### src/rtl/regbank_wr_arbiter.sv
// Round-robin write arbiter for the register-bank write demux: three requesters share one
// write port, one registered grant per two cycles, driving the demux select/data bus.
module regbank_wr_arbiter #(
    parameter int unsigned    PA_DATA  = 32,
    parameter int unsigned    PA_SEL   = 9,
    parameter logic [PA_SEL-1:0] IDLE_SEL = 9'h1FF
) (
    input  logic               clk,
    input  logic               rst_b,
    input  logic               stall,
    input  logic [2:0]         req,
    input  logic [4:0]         addr0,
    input  logic [4:0]         addr1,
    input  logic [4:0]         addr2,
    input  logic [PA_DATA-1:0] data0,
    input  logic [PA_DATA-1:0] data1,
    input  logic [PA_DATA-1:0] data2,
    output logic [2:0]         ack,
    output logic               err,
    output logic [PA_SEL-1:0]  sel,
    output logic [PA_DATA-1:0] wdata,
    output logic               wr_valid,
    output logic [15:0]        wr_count,
    output logic               dbg_state
);

    // Handshake: a requester raises req with stable addr/data and holds them until its
    // one-cycle ack pulse; the request counts as consumed in that ack cycle.
    typedef enum logic {
        S_IDLE  = 1'b0,
        S_ISSUE = 1'b1
    } state_t;

    localparam logic [PA_SEL-1:0] PC_SEL = PA_SEL'(9'h0FF);

    state_t               state_q, state_d;
    logic [1:0]           ptr_q, ptr_d;
    logic [2:0]           ack_q, ack_d;
    logic                 err_q, err_d;
    logic [PA_SEL-1:0]    sel_q, sel_d;
    logic [PA_DATA-1:0]   wdata_q, wdata_d;
    logic                 wr_valid_q, wr_valid_d;
    logic [15:0]          wr_count_q, wr_count_d;

    logic                 grant_found;
    logic [1:0]           win;
    logic [2:0]           cand;
    logic [4:0]           win_addr;
    logic [PA_DATA-1:0]   win_data;

    // Rotating priority search: ptr, ptr+1, ptr+2 (mod 3), first asserted req wins.
    always_comb begin
        grant_found = 1'b0;
        win         = 2'd0;
        cand        = 3'd0;
        for (int i = 0; i < 3; i++) begin
            cand = {1'b0, ptr_q} + 3'(i);
            if (cand >= 3'd3) begin
                cand = cand - 3'd3;
            end
            if (!grant_found && req[cand[1:0]]) begin
                grant_found = 1'b1;
                win         = cand[1:0];
            end
        end
    end

    always_comb begin
        win_addr = addr0;
        win_data = data0;
        case (win)
            2'd1:    begin win_addr = addr1; win_data = data1; end
            2'd2:    begin win_addr = addr2; win_data = data2; end
            default: begin win_addr = addr0; win_data = data0; end
        endcase
    end

    always_comb begin
        state_d    = state_q;
        ptr_d      = ptr_q;
        ack_d      = 3'b000;
        err_d      = 1'b0;
        sel_d      = IDLE_SEL;
        wdata_d    = '0;
        wr_valid_d = 1'b0;
        wr_count_d = wr_count_q;
        case (state_q)
            S_IDLE: begin
                if (!stall && grant_found) begin
                    state_d    = S_ISSUE;
                    ack_d      = 3'b001 << win;
                    ptr_d      = (win == 2'd2) ? 2'd0 : win + 2'd1;
                    if (win_addr <= 5'd16) begin
                        sel_d      = (win_addr == 5'd16) ? PC_SEL : PA_SEL'(win_addr[3:0]);
                        wdata_d    = win_data;
                        wr_valid_d = 1'b1;
                        if (wr_count_q != 16'hFFFF) begin
                            wr_count_d = wr_count_q + 16'd1;
                        end
                    end else begin
                        err_d = 1'b1;
                    end
                end
            end
            S_ISSUE: begin
                state_d = S_IDLE;
            end
            default: begin
                state_d = S_IDLE;
            end
        endcase
    end

    always_ff @(posedge clk or negedge rst_b) begin
        if (!rst_b) begin
            state_q    <= S_IDLE;
            ptr_q      <= 2'd0;
            ack_q      <= 3'b000;
            err_q      <= 1'b0;
            sel_q      <= IDLE_SEL;
            wdata_q    <= '0;
            wr_valid_q <= 1'b0;
            wr_count_q <= 16'd0;
        end else begin
            state_q    <= state_d;
            ptr_q      <= ptr_d;
            ack_q      <= ack_d;
            err_q      <= err_d;
            sel_q      <= sel_d;
            wdata_q    <= wdata_d;
            wr_valid_q <= wr_valid_d;
            wr_count_q <= wr_count_d;
        end
    end

    assign ack       = ack_q;
    assign err       = err_q;
    assign sel       = sel_q;
    assign wdata     = wdata_q;
    assign wr_valid  = wr_valid_q;
    assign wr_count  = wr_count_q;
    assign dbg_state = state_q;

endmodule

### config.mk
export PLATFORM = sky130hd
export DESIGN_NAME = regbank_wr_arbiter
export DESIGN_NICKNAME = d
export VERILOG_FILES = /design/src/rtl/regbank_wr_arbiter.sv
export SDC_FILE = /design/constraint.sdc
export NUM_CORES = 1
export LEC_CHECK = 0
export ABC_AREA = 1
export CAP_MARGIN = 5
export CORE_UTILIZATION = 45
export CTS_CLUSTER_DIAMETER = 40
export DETAILED_ROUTE_END_ITERATION = 16
export PLACE_DENSITY_LB_ADDON = 0.2
export SLEW_MARGIN = 10
export SYNTH_ARGS = -nofsm -noshare
export SYNTH_HDL_FRONTEND = slang
export SYNTH_SLANG_ARGS = --single-unit
### constraint.sdc
create_clock -name clk -period 8.1 [get_ports clk]
set_input_delay 0.81 -clock clk [delete_from_list [all_inputs] [get_ports clk]]
set_output_delay 0.81 -clock clk [all_outputs]
set_load 0.005 [all_outputs]
==> flow_metrics.tcl <==
set metrics [dict create \
    run_status "completed" \
    cp_cell_sequence "clkdlybuf4s50_1 -> inv_1 -> o21ai_0 -> nand4_1 -> o21ai_0 -> inv_1 -> ha_1 -> or2_1 -> nand2_1 -> nand2_1 -> nor2_4 -> nor2_4 -> nor2_4 -> inv_4 -> nor2_1" \
    setup_repair_after_global_routing_missed_its_margin "no" \
    final_hpwl_from_detailed_placement_um 7420 \
    grt_first_pass_wirelength_um 15300 \
    seq_area_frac_synth 0.415 \
    aggregate_global_route_resource_usage 0.229 \
    via_count_of_the_first_global_routing_pass 3199 \
    mostFrequentLayoutCells "clkdlybuf4s50_1 (178), nand2_1 (71), dfrtp_1 (56)" \
    post_synth_instance_area_mm2 0.00375 \
    gp_routability_congestion 0.870 \
    overflow 0 \
    postRouteWirelength_um 9950 \
    area_occupied_by_multi_input_gates_mm2 0.00190 \
    clock.fmax_mhz 237 \
    top_level_ports 180 \
    clock-root-buffer "clkbuf_8" \
    worst_setup_sp_type "input port" \
    clock_buffer_count_from_cts 9 \
    yosys-top-cells-area "dfrtp_1 (37%), nor2_4 (9.9%), mux2i_1 (8.5%), a22o_1 (7.5%), nand2_1 (7.1%)" \
    finalMaxSlewViolations 0 \
    power.static_leakage_nw 2.67 \
    filler_cell_count 587 \
    htree_levels 3 \
    critical_path_fanout_max 33 \
    worst-setup-path-type "in2reg" \
    hold_path.class "in2async" \
    antenna_violations_before_repair 0 \
    layout_min_cycle_time_ns 4.21 \
    postRouteAntennaNets 0 \
    critical_path.endpoint_type "register" \
    crit_path_buffers_inverters 4 \
    vdd.ir_drop.worst_mv 0.498 \
    drt_iter0_markers 79 \
    row_count 32 \
    tritoncts "yes" \
    floorplan.die.width_um 93.3 \
    grt_start_max_net_pins 63 \
    firstDrtPassIters 4 \
    vias_per_cell 5.01 \
    setup-tns-final_ns 0 \
    cpMaxStageDelayCell "inv_4" \
    place.port_buffers 179 \
    drc 0 \
    fp.dieArea_mm2 0.00871 \
    cts_resized 0 \
    post_route_cells_drive_above_1_share 0.119 \
    crit_start "req[2]" \
    postSynthRegisterBits 62 \
    finish.instance_area_mm2 0.00573 \
    cpMostUsedCell "nor2_4" \
    synth_cell_types 32 \
    max_cap_violations 0 \
    start_util 0.476 \
    post_cts_hold_buffer_count 0 \
    antenna-diode-count 0 \
    finalSetupViolCount 0 \
    max_stage_delay_ns 0.62 \
    arrival_ns 4.40 \
    path_clk_slew_ns 0.07 \
    die_y_um 93.3 \
    layout.cells.most_common "clkdlybuf4s50_1" \
    max_slew.worst_pin.slew_ns 0.904 \
    flow.area_growth_from_synthesis_pct 52.7 \
    final_hold_viol_count 0 \
    fin_crit_sh 0.520 \
    core_mm2 0.00789 \
    yosysWarnings 0 \
    net_count_final 683 \
    synth.avg_cell_area_um2 9.78 \
    number_of_clock_sinks_seen_by_cts 62 \
    hold_ws_ns 0.634 \
    critical_path.top_delay_family "buffers and inverters" \
    worst_clock_skew_ns 0.00872 \
    syn_nets 511 \
    route.detailed.wl_per_inst_um 15.0 \
    clock_insertion_delay_worst_skew_ns 0.33 \
    worst_slew_margin_rel 0.397 \
    cts_post_setup_buffers_inserted 0 \
    cts_max_path_buffers 2 \
    required_time_reported_for_the_critical_path_endpoint_ns 8.28 \
    synthesis.instances 384 \
    pre_cts_ws_ns 3.56 \
    postLayoutSetupSlackWorst_ns 3.89 \
    synth_top_area_frac 0.373 \
    placed_cell_area_mm2 0.00553 \
    p_per_area_mw_per_mm2 369 \
    route.vias.total 3322 \
    reg2reg_from "ptr_q[0]" \
    synth_largest_area_cell "dfrtp_1" \
    layout.area.seq_mm2 0.00156 \
]
[flip-flops by register name, indices dropped and copies added, names as in the netlist]
name	cells
err	1
ack	3
ptr_q	2
wr_count	16
dbg_state	1
sel	6
wr_valid	1
wdata	32
[stage by stage]
stage	total power, W	util	std cells
floorplan	0.00160	-	384
global placement	0.00182	0.701	647
detailed placement	0.00187	0.701	647
CTS	0.00215	0.727	663
global route	0.00227	0.727	663
finish	0.00212	0.727	663
[cell usage after synthesis, drive strengths merged]
library cell	n
buf	14
nand2	73
xor2	14
mux2i	32
o21ai	7
a22o	32
nand3	17
dfstp	6
nor2	48
dfrtp	56
nor3	3
ha	10
o21a	1
or2	4
o22ai	1
inv	36
o21bai	16
clkbuf	7
nand4	5
a21oi	2
[logic make-up after synthesis]
kind of cell | after synthesis | synth area share
and+or+nand+nor | 150 | 0.231
DFF | 62 | 0.415
AOI/OAI and AO/OA | 59 | 0.123
buffers and inverters | 57 | 0.0790
muxes | 32 | 0.0853
xor gates and xnor gates | 14 | 0.0327
adders and majority gates | 10 | 0.0333
[path summary, 6_finish.rpt]
kind / endpoint / slack [ns] / depth (start not counted)
setup reg to reg: wdata[0] / 4.01 / 18
hold reg to reg: ptr_q[0] / 0.64 / 2
min in group clk: ptr_q[0] / 0.64 / 2
hold / removal: wr_count[3] / 0.63 / 2
setup / recovery: wdata[0] / 3.89 / 15
max in group asynchronous: wdata[12] / 6.96 / 2
[per-layer routing]
metal / vias to the layer above / global-route usage / routed length (um)
met5: - / 0 / 0
met4: 0 / 0.0577 / 89
met3: 6 / 0.0561 / 744
met2: 138 / 0.410 / 5140
met1: 1570 / 0.273 / 3980
li1: 1608 / - / -
[power by group]
group          internal (W)  switching [W]
Clock              0.000157       0.000116
Combinational      0.000583       0.000878
Sequential         0.000364      0.0000167
Total               0.00110        0.00101
[area by class of cell]
type / count / share of cell area
inverter: 36 / 0.0240
multi-input combinational: 265 / 0.331
timing repair buffer: 182 / 0.316
tap: 102 / 0.0223
clock inverter: 4 / 0.00786
sequential: 62 / 0.272
clock buffer: 12 / 0.0271
Power figures use the tool's default switching activity.
